`config.mk`:
```
export PLATFORM = sky130hd
export DESIGN_NAME = load_store_unit_flat
export DESIGN_NICKNAME = d
export VERILOG_FILES = /design/src/rtl/lsu_pkg.sv /design/src/rtl/lsu_if.sv /design/src/rtl/lsu_align.sv /design/src/rtl/load_store_unit.sv /design/src/flat_wrapper.sv
export SDC_FILE = /design/constraint.sdc
export NUM_CORES = 1
export LEC_CHECK = 0
export BUFFER_PORTS_ARGS = -buffer_cell sky130_fd_sc_hd__clkbuf_2
export CORE_ASPECT_RATIO = 1.1
export CORE_MARGIN = 5
export CORE_UTILIZATION = 40
export DETAILED_ROUTE_END_ITERATION = 8
export PLACE_DENSITY = 0.71
export SLEW_MARGIN = 20
export SYNTH_ARGS = -nofsm -noshare
export SYNTH_HDL_FRONTEND = slang
export SYNTH_HIERARCHICAL = 1
export SYNTH_SLANG_ARGS = --single-unit
```
`constraint.sdc`:
```
create_clock -name clock -period 2.57 [get_ports clock]
set_input_delay 0.257 -clock clock [delete_from_list [all_inputs] [get_ports clock]]
set_output_delay 0.257 -clock clock [all_outputs]
set_load 0.05 [all_outputs]
```
`src/rtl/lsu_pkg.sv`:
```
// lsu_pkg: shared definitions for the load/store unit.
//   - RV32I load/store funct3 encodings (F3_B, F3_H, F3_W, F3_BU, F3_HU)
//   - FSM state enum (IDLE, MERGE, DONE)
//   - default data memory depth (MEM_WORDS_DEFAULT)
//   - funct3_legal(): legality of a funct3 for a load or a store
package lsu_pkg;

    localparam int MEM_WORDS_DEFAULT = 1024;

    localparam logic [2:0] F3_B  = 3'b000;
    localparam logic [2:0] F3_H  = 3'b001;
    localparam logic [2:0] F3_W  = 3'b010;
    localparam logic [2:0] F3_BU = 3'b100;
    localparam logic [2:0] F3_HU = 3'b101;

    typedef enum logic [1:0] {
        IDLE  = 2'd0,
        MERGE = 2'd1,
        DONE  = 2'd2
    } lsu_state_e;

    // Stores only come in signed encodings; the unsigned ones are load-only.
    function automatic logic funct3_legal(input logic is_store, input logic [2:0] funct3);
        if (is_store) begin
            return (funct3 == F3_B) || (funct3 == F3_H) || (funct3 == F3_W);
        end
        return (funct3 == F3_B) || (funct3 == F3_H) || (funct3 == F3_W) ||
               (funct3 == F3_BU) || (funct3 == F3_HU);
    endfunction

endpackage

```
`src/rtl/lsu_if.sv`:
```
// lsu_if: request/response bundle between execute and the load/store unit.
//   req_valid/req_ready   : accept handshake (accept = valid && ready)
//   req_write             : 1 = store, 0 = load
//   req_funct3            : RV32I load/store funct3
//   req_addr, req_wdata   : byte address, right-aligned store data
//   resp_valid            : one-cycle completion pulse
//   resp_rdata, resp_error: extended load data, fault flag
// modport master = requester (execute), modport slave = load_store_unit.
interface lsu_if;

    logic        req_valid;
    logic        req_ready;
    logic        req_write;
    logic [2:0]  req_funct3;
    logic [31:0] req_addr;
    logic [31:0] req_wdata;
    logic        resp_valid;
    logic [31:0] resp_rdata;
    logic        resp_error;

    modport master (
        output req_valid, req_write, req_funct3, req_addr, req_wdata,
        input  req_ready, resp_valid, resp_rdata, resp_error
    );

    modport slave (
        input  req_valid, req_write, req_funct3, req_addr, req_wdata,
        output req_ready, resp_valid, resp_rdata, resp_error
    );

endinterface

```
`src/rtl/lsu_align.sv`:
```
// lsu_align: purely combinational lane handling for the load/store unit.
//   funct3        : in, RV32I load/store funct3
//   addr_low      : in, req_addr[1:0]
//   mem_read_data : in, word read from data memory
//   req_wdata     : in, right-aligned store data
//   load_value    : out, selected byte/halfword/word, sign- or zero-extended
//   store_word    : out, read word with the addressed lane(s) replaced
// Halfword lanes use addr_low[1] only and words ignore addr_low, so a
// misaligned request that is not trapped silently rounds down.
module lsu_align
    import lsu_pkg::*;
(
    input  logic [2:0]  funct3,
    input  logic [1:0]  addr_low,
    input  logic [31:0] mem_read_data,
    input  logic [31:0] req_wdata,
    output logic [31:0] load_value,
    output logic [31:0] store_word
);

    logic [7:0]  load_byte;
    logic [15:0] load_half;

    always_comb begin
        load_byte  = mem_read_data[7:0];
        load_half  = addr_low[1] ? mem_read_data[31:16] : mem_read_data[15:0];
        load_value = mem_read_data;
        case (addr_low)
            2'd1:    load_byte = mem_read_data[15:8];
            2'd2:    load_byte = mem_read_data[23:16];
            2'd3:    load_byte = mem_read_data[31:24];
            default: load_byte = mem_read_data[7:0];
        endcase
        case (funct3)
            F3_B:    load_value = {{24{load_byte[7]}}, load_byte};
            F3_BU:   load_value = {24'h000000, load_byte};
            F3_H:    load_value = {{16{load_half[15]}}, load_half};
            F3_HU:   load_value = {16'h0000, load_half};
            default: load_value = mem_read_data;
        endcase
    end

    // Each byte lane of the merged word either keeps the memory byte or takes
    // the matching byte of the store data.
    genvar gi;
    generate
        for (gi = 0; gi < 4; gi++) begin : g_lane
            logic       lane_hit;
            logic [7:0] lane_src;

            assign lane_hit = (funct3 == F3_B) ? (addr_low == 2'(gi)) :
                              (funct3 == F3_H) ? (addr_low[1] == 1'(gi / 2)) :
                              1'b1;
            assign lane_src = (funct3 == F3_B) ? req_wdata[7:0] :
                              (funct3 == F3_H) ? req_wdata[(gi % 2) * 8 +: 8] :
                              req_wdata[gi * 8 +: 8];
            assign store_word[gi * 8 +: 8] = lane_hit ? lane_src : mem_read_data[gi * 8 +: 8];
        end
    endgenerate

endmodule

```
`src/rtl/load_store_unit.sv`:
```
// load_store_unit: memory-access stage translating RV32I byte-addressed
// LB/LH/LW/LBU/LHU/SB/SH/SW into accesses on a word-wide data memory.
//   clock, reset     : clock, asynchronous active-high reset
//   bus (lsu_if)     : request/response handshake (slave side)
//   mem_read_enable  : out, read strobe to data_memory
//   mem_write_enable : out, write strobe to data_memory
//   mem_address      : out, word index (req_addr >> 2)
//   mem_write_data   : out, word to write
//   mem_read_data    : in, combinational read word from data_memory
// Loads and SW complete one cycle after accept; SB/SH read the word in the
// accept cycle and write the merged word in MERGE, completing one cycle later.
// Build option LSU_MISALIGN_TRAP_EN: when defined, misaligned halfword/word
// requests fault instead of rounding the address down.
module load_store_unit
    import lsu_pkg::*;
#(
    parameter int MEM_WORDS = MEM_WORDS_DEFAULT
) (
    input  logic        clock,
    input  logic        reset,
    lsu_if.slave        bus,
    output logic        mem_read_enable,
    output logic        mem_write_enable,
    output logic [31:0] mem_address,
    output logic [31:0] mem_write_data,
    input  logic [31:0] mem_read_data
);

    // 33 bits so that the limit itself is representable for any depth.
    localparam logic [32:0] ADDR_LIMIT = 33'(MEM_WORDS) * 33'd4;

    lsu_state_e  state_reg, state_next;
    logic [31:0] resp_rdata_reg, resp_rdata_next;
    logic        resp_error_reg, resp_error_next;
    logic [31:0] merge_word_reg, merge_word_next;
    logic [31:0] merge_index_reg, merge_index_next;

    logic        accept;
    logic        req_legal;
    logic        req_in_range;
    logic        req_misaligned;
    logic        req_error;
    logic [31:0] word_index;
    logic [31:0] load_value;
    logic [31:0] store_word;

    assign word_index   = {2'b00, bus.req_addr[31:2]};
    assign accept       = bus.req_valid && (state_reg == IDLE);
    assign req_legal    = funct3_legal(bus.req_write, bus.req_funct3);
    assign req_in_range = {1'b0, bus.req_addr} < ADDR_LIMIT;

`ifdef LSU_MISALIGN_TRAP_EN
    assign req_misaligned =
        (((bus.req_funct3 == F3_H) || (bus.req_funct3 == F3_HU)) && bus.req_addr[0]) ||
        ((bus.req_funct3 == F3_W) && (bus.req_addr[1:0] != 2'b00));
`else
    assign req_misaligned = 1'b0;
`endif

    assign req_error = !req_legal || !req_in_range || req_misaligned;

    lsu_align u_align (
        .funct3        (bus.req_funct3),
        .addr_low      (bus.req_addr[1:0]),
        .mem_read_data (mem_read_data),
        .req_wdata     (bus.req_wdata),
        .load_value    (load_value),
        .store_word    (store_word)
    );

    // Async reset clears the pending merge too, so a reset during MERGE
    // drops the write rather than completing it.
    always_ff @(posedge clock or posedge reset) begin
        if (reset) begin
            state_reg       <= IDLE;
            resp_rdata_reg  <= 32'h0;
            resp_error_reg  <= 1'b0;
            merge_word_reg  <= 32'h0;
            merge_index_reg <= 32'h0;
        end else begin
            state_reg       <= state_next;
            resp_rdata_reg  <= resp_rdata_next;
            resp_error_reg  <= resp_error_next;
            merge_word_reg  <= merge_word_next;
            merge_index_reg <= merge_index_next;
        end
    end

    always_comb begin
        state_next       = state_reg;
        resp_rdata_next  = resp_rdata_reg;
        resp_error_next  = resp_error_reg;
        merge_word_next  = merge_word_reg;
        merge_index_next = merge_index_reg;
        mem_read_enable  = 1'b0;
        mem_write_enable = 1'b0;
        mem_address      = 32'h0;
        mem_write_data   = 32'h0;

        case (state_reg)
            IDLE: begin
                if (accept) begin
                    state_next      = DONE;
                    resp_rdata_next = 32'h0;
                    resp_error_next = req_error;
                    if (!req_error) begin
                        mem_address = word_index;
                        if (!bus.req_write) begin
                            mem_read_enable = 1'b1;
                            resp_rdata_next = load_value;
                        end else if (bus.req_funct3 == F3_W) begin
                            mem_write_enable = 1'b1;
                            mem_write_data   = bus.req_wdata;
                        end else begin
                            mem_read_enable  = 1'b1;
                            merge_word_next  = store_word;
                            merge_index_next = word_index;
                            state_next       = MERGE;
                        end
                    end
                end
            end
            MERGE: begin
                mem_write_enable = 1'b1;
                mem_address      = merge_index_reg;
                mem_write_data   = merge_word_reg;
                state_next       = DONE;
            end
            DONE: begin
                // Response fields read as zero outside the DONE pulse.
                state_next      = IDLE;
                resp_rdata_next = 32'h0;
                resp_error_next = 1'b0;
            end
            default: state_next = IDLE;
        endcase
    end

    assign bus.req_ready  = (state_reg == IDLE);
    assign bus.resp_valid = (state_reg == DONE);
    assign bus.resp_rdata = resp_rdata_reg;
    assign bus.resp_error = resp_error_reg;

endmodule

```
`src/flat_wrapper.sv`:
```
// flat-port wrapper written by rule: the top's interface ports become plain ports
module load_store_unit_flat import lsu_pkg::*;
#(
    parameter int MEM_WORDS = MEM_WORDS_DEFAULT
)
  (clock, reset, mem_read_enable, mem_write_enable, mem_address, mem_write_data, mem_read_data, bus_req_valid, bus_req_write, bus_req_funct3, bus_req_addr, bus_req_wdata, bus_req_ready, bus_resp_valid, bus_resp_rdata, bus_resp_error);
  lsu_if bus_i ();
  input  logic clock;
  input  logic reset;
  output logic mem_read_enable;
  output logic mem_write_enable;
  output logic [31:0] mem_address;
  output logic [31:0] mem_write_data;
  input  logic [31:0] mem_read_data;
  input wire logic [$bits(bus_i.req_valid)-1:0] bus_req_valid;
  input wire logic [$bits(bus_i.req_write)-1:0] bus_req_write;
  input wire logic [$bits(bus_i.req_funct3)-1:0] bus_req_funct3;
  input wire logic [$bits(bus_i.req_addr)-1:0] bus_req_addr;
  input wire logic [$bits(bus_i.req_wdata)-1:0] bus_req_wdata;
  output wire logic [$bits(bus_i.req_ready)-1:0] bus_req_ready;
  output wire logic [$bits(bus_i.resp_valid)-1:0] bus_resp_valid;
  output wire logic [$bits(bus_i.resp_rdata)-1:0] bus_resp_rdata;
  output wire logic [$bits(bus_i.resp_error)-1:0] bus_resp_error;
  assign bus_i.req_valid = bus_req_valid;
  assign bus_i.req_write = bus_req_write;
  assign bus_i.req_funct3 = bus_req_funct3;
  assign bus_i.req_addr = bus_req_addr;
  assign bus_i.req_wdata = bus_req_wdata;
  assign bus_req_ready = bus_i.req_ready;
  assign bus_resp_valid = bus_i.resp_valid;
  assign bus_resp_rdata = bus_i.resp_rdata;
  assign bus_resp_error = bus_i.resp_error;
  load_store_unit #(.MEM_WORDS(MEM_WORDS)) u_core (.clock(clock), .reset(reset), .bus(bus_i), .mem_read_enable(mem_read_enable), .mem_write_enable(mem_write_enable), .mem_address(mem_address), .mem_write_data(mem_write_data), .mem_read_data(mem_read_data));
endmodule
```
# Word-level counts from Yosys, hierarchy flattened
# Index checks and enable logic that the tools add are counted.
[totals]
wordCells = 83
register_bits = 97
[op_classes]
n_mux = 50
eq_ne = 10
n_reduce_logical = 14
bitwise_logic = 3
order_cmp = 1
[op_table]
columns = ["op", "n"]
rows = [
  ["$mux W32", 8],
  ["$pmux W32 S2", 3],
  ["$pmux W32 S4", 1],
  ["$mux W8", 9],
  ["$lt A32 B13 Y1 const B", 1],
  ["$mux W30", 1],
  ["$pmux W8 S3", 1],
  ["$mux W1", 19],
  ["$mux W16", 1],
  ["$mux W2", 4],
  ["$eq A2 B2 Y1 const B", 3],
  ["$eq A3 B3 Y1 const B", 2],
  ["$logic_or A1 B1 Y1", 5],
  ["$reduce_and A5 Y1", 1],
  ["$eq A2 B1 Y1 const B", 2],
  ["$logic_not A2 Y1", 2],
  ["$pmux W1 S2", 2],
  ["$pmux W2 S2", 1],
  ["$eq A3 B1 Y1 const B", 1],
  ["$eq A3 B2 Y1 const B", 1],
  ["$logic_not A3 Y1", 1],
  ["$not A1 Y1", 3],
  ["$logic_not A1 Y1", 2],
  ["$ne A2 B1 Y1 const B", 1],
  ["3 further kinds", 3],
]

# Depth between registers and ports, before layout
[logic_depth]
ltp_word = 11
depth_mapped = 8

# Cells and area by module
# The synthesis kept the hierarchy.
[by_module_without_submodules]
columns = ["module", "instances", "cells_each", "area_each_um2"]
rows = [
  ["load_store_unit", 1, 413, 4406.7],
  ["lsu_align", 1, 232, 1351.3],
]

# Worst setup path after synthesis
# OpenSTA, ideal clock, no wires.
[synth_timing]
path_type = "input -> output"
startpoint = "input port bus_req_funct3[0]"
endpoint = "output port mem_write_data[22]"
path_slack_ns = -0.142
arrival_ns = 2.455
path_buffers = 1
required_ns = 2.313
cell_stages = 5
path_cell_list = "or3b_2 nor2_1 clkbuf_1 nand2_1 o21ai_0"
[synth_via]
elab_chain_len = 11
elab_cells_between_ends = 18
cone_classes = "4 x eq/ne; 7 x mux; 7 x reduce/logical"
[synth_rtl]
columns = ["item", "line_no", "source"]
rows = [
  ["start, declared", "flat_wrapper.sv:17", "input wire logic [$bits(bus_i.req_funct3)-1:0] bus_req_funct3;"],
  ["$eq A3 B1 Y1 or $logic_not A3 Y1 (tied branches)", "lsu_pkg.sv:25, lsu_pkg.sv:27", ""],
  ["$logic_or A1 B1 Y1 (2 in a row)", "lsu_pkg.sv:25, lsu_pkg.sv:27", ""],
  ["$logic_or A1 B1 Y1", "lsu_pkg.sv:27", "return (funct3 == F3_B) || (funct3 == F3_H) || (funct3 == F3_W) ||"],
  ["$logic_or A1 B1 Y1", "lsu_pkg.sv:28", "(funct3 == F3_BU) || (funct3 == F3_HU);"],
  ["$mux W1", "lsu_pkg.sv:27", ""],
  ["$logic_not A1 Y1", "load_store_unit.sv:60", "assign req_error = !req_legal || !req_in_range || req_misaligned;"],
  ["$logic_or A1 B1 Y1", "load_store_unit.sv:60", ""],
  ["$mux W32 *", "load_store_unit.sv:106", "if (!req_error) begin"],
  ["$mux W32 *", "load_store_unit.sv:102", "if (accept) begin"],
  ["$pmux W32 S2 *", "load_store_unit.sv:100", "case (state_reg)"],
  ["end, declared", "flat_wrapper.sv:13", "output logic [31:0] mem_write_data;"],
]
# Mark *: on every way between the ends. The rest lies on a longest branch, timed or not. The select of a mux whose other input is x is not followed.

# Final worst setup path
[layout_timing]
startpoint = "register u_core.state_reg[0]"
endpoint = "output port mem_write_data[0]"
[layout_via]
elab_chain_len = 4
elab_cells_between_ends = 5
cone_classes = "1 x eq/ne; 2 x mux; 2 x reduce/logical"
[layout_rtl]
columns = ["item", "line_no", "source"]
rows = [
  ["start, declared", "load_store_unit.sv:32", "lsu_state_e state_reg, state_next;"],
  ["start signal, assigned", "load_store_unit.sv:81", "state_reg <= state_next;"],
  ["$logic_not A2 Y1", "load_store_unit.sv:48, load_store_unit.sv:100", ""],
  ["$logic_and A1 B1 Y1", "load_store_unit.sv:48", "assign accept = bus.req_valid && (state_reg == IDLE);"],
  ["$mux W32", "load_store_unit.sv:102", ""],
  ["$pmux W32 S2 *", "load_store_unit.sv:100", ""],
]
# Mark *: on every way between the ends. The rest lies on a longest branch, timed or not.

==> metrics.md <==
| Metric | Value |
|---|---|
| Status | finished clean |
| Clock Latency Late Sink | 0.35 ns |
| Setup Fix Bufs, Post-CTS | 0 |
| Critical path arrival | 2.11 ns |
| Most instantiated cells after synthesis | nand2_1, dfrtp_1, o21ai_0 |
| Clock buffer depth | 2 |
| Synth area leader | dfrtp_1 |
| Die X | 124 microns |
| Fmax | 0.422 GHz |
| Congestion Overflow GR | 0 |
| Max-slew violations | 0 |
| Total CTS buffers | 9 |
| Starting DRC count in detailed routing | 499 |
| Cells after Synth | 645 |
| Die Ht | 136 microns |
| Flip-flop and latch area | 2430 sq um |
| Asr flop ratio synth | 1.00 |
| Max capacitance violation total | 0 |
| Number of port buffers | 201 |
| Core Region | 14300 sq um |
| Setup TNS | 0 ns |
| Final hold violations | 0 |
| Worst-Margin Slew | 0.957 ns |
| CP max FO | 33 |
| HPWL after DPL | 14.3 mm |
| Area of the multi-input gates | 3080 sq um |
| Share of layout cells above drive strength 1 | 0.372 |
| CP Class | reg2out |
| Die Area | 16900 sq um |
| Antenna violations before repair | 0 |
| Post-DRT Antenna Nets | 0 |
| Place WS | 0.256 ns |
| First-pass GRT wire length | 30.0 mm |
| Clock Sinks | 97 |
| Post-synth EDFFs | 0 |
| Via Count | 5552 |
| Synth top area share | 0.422 |
| WHS Endpoint | u_core/merge_index_reg[0] |
| Minimum clock period | 2.37 ns |
| Setup-failing EPs final | 0 |
| GP Congestion | 0.884 |
| P_leak | 3.78 nW |
| Routed wire length | 18.9 mm |
| # rows | 46 |
| Post-Syn Area | 5760 sq um |
| Pwr Density | 432 nW/um^2 |
| Final WS setup | 0.200 ns |
| Tot GR Track Use | 0.221 |
| DP Area | 7490 sq um |
| CTS tree | yes |
| Post-layout util | 0.546 |
| Syn Area/Cell | 8.93 sq um |
| Pin count of the biggest net entering global routing | 55 |
| Critical R2R Launch | u_core/state_reg[0] |
| Synth Register Bits | 97 |
| DRC viols | 0 |
| Fin area | 7800 sq um |
| FF-to-FF End | u_core/merge_index_reg[5] |
| Vias in the first global route | 5538 |
| Required time of the critical path | 2.31 ns |
| DR pass1 iterations | 5 |
| Synth Flop Type | dfrtp_1 |
| Fin nets | 932 |
| Worst min path class | in2reg |
| Initial Utilization | 0.403 |
| Root buffer cell | clkbuf_16 |
| Area grow syn2layout | 35.4% |
| IO Count | 204 |
| Syn. warnings | 6 |
| Critical Path End Type | output port |
| Min-delay src | bus_req_addr[2] |
| Via-to-Cell Ratio | 5.41 |
| Max VDD drop | 0.480 mV |
| Worst Skew | 0.00559 ns |
| Crit share post-route | 0.922 |
| H-tree depth | 3 |
| Largest cells by area after synthesis | dfrtp_1, mux2_2, nand2_1 |
| Register area share after synthesis | 0.422 |
| Clock transition at path regs | 0.07 ns |
| Min-Delay Path Depth | 2 |
| R2r setup slk | 0.66 ns |
| Distinct cells, synth | 42 |
| Startpoint types | register |
| WL per Instance | 18.4 microns |
| Most frequent cell after synthesis | nand2_1 |
| Fillcell total | 1333 |
| Rel. slew slack | 0.361 |
| Worst R2R Path Depth | 5 |
| Antenna cells | 0 |
| RSZ-0062 raised after global routing | false |
[logic make-up after synthesis]
logic type | after synthesis | synth area share
AND/OR/NAND/NOR | 266 | 0.217
AO/OA/AOI/OAI | 149 | 0.164
flip-flops | 97 | 0.422
multiplexers | 77 | 0.147
buffers and inverters | 55 | 0.0498
other | 1 | 0.000651
[worst max path at each step]
stage	endpoint	slack, ns	startpoint	depth (start not counted)
floorplan	mem_write_data[0]	0.15	bus_req_addr[27]	4
global placement	mem_write_data[31]	0.26	bus_req_funct3[0]	7
detailed placement	u_core/merge_index_reg[3]	0.26	bus_req_addr[12]	6
CTS	mem_write_data[31]	0.12	u_core/state_reg[1]	4
global route	mem_write_data[0]	0.05	u_core/state_reg[0]	6
finish	mem_write_data[0]	0.20	u_core/state_reg[0]	6
[through the flow]
step | std cells | hold WS [ns] | power (mW)
6_report | 1026 | 0.159 | 3.37
5_1_grt | 1026 | 0.155 | 3.48
4_1_cts | 1026 | 0.142 | 3.39
3_5_place_dp | 1009 | 0.371 | 2.03
3_3_place_gp | 1009 | 0.379 | 2.02
2_1_floorplan | 646 | 0.403 | 1.82
[critical path, stage by stage (launching register included)]
cell and delay, ns:
dfrtp_1 0.38, nor2b_1 0.21, and4_1 0.26, nand3b_1 0.08, buf_4 0.24, o21ai_0 0.38, buf_12 0.19
[routing by layer]
metal | track usage | vias to the layer above | part of all wire
li1 | - | 2605 | -
met1 | 0.283 | 2615 | 0.41
met2 | 0.358 | 301 | 0.47
met3 | 0.0692 | 31 | 0.094
met4 | 0.0755 | 0 | 0.027
met5 | 0 | - | 0
[what timing repair did]
action,4_1_cts,5_1_grt
hold endpoints to repair,5,0
setup endpoints to repair,0,2
gates resized for setup,0,3
hold buffers,1,0
[power by group]
group,switching (mW),internal [mW]
clock,0.605,0.755
sequential,0.00761,1.53
combinational,0.297,0.173
total,0.909,2.46
[area by class of cell]
class | instances | share of cell area
multi-input combinational | 494 | 0.394
sequential | 97 | 0.311
timing repair buffer | 225 | 0.224
tap | 192 | 0.0308
clock buffer | 9 | 0.0289
clock inverter | 7 | 0.00899
inverter | 2 | 0.00144
[cells in the final DEF, fill, tap and decap left out, types with 3 or more instances in the layout]
cell type and n:
mux2_2 54, clkbuf_16 9, mux2_1 3, buf_4 18
dfrtp_1 96, a22oi_1 8, nand3_1 10, buf_12 38
and2_1 20, nand2_1 151, nor4_1 10, mux2i_1 19
a21oi_1 34, a22o_1 32, nor2b_1 33, nand2b_1 3
o21ai_1 33, o21ai_0 28, clkinv_2 3, a31oi_1 8
nor2_1 22, clkbuf_2 168
No activity file was read; power rests on OpenSTA's default activity.
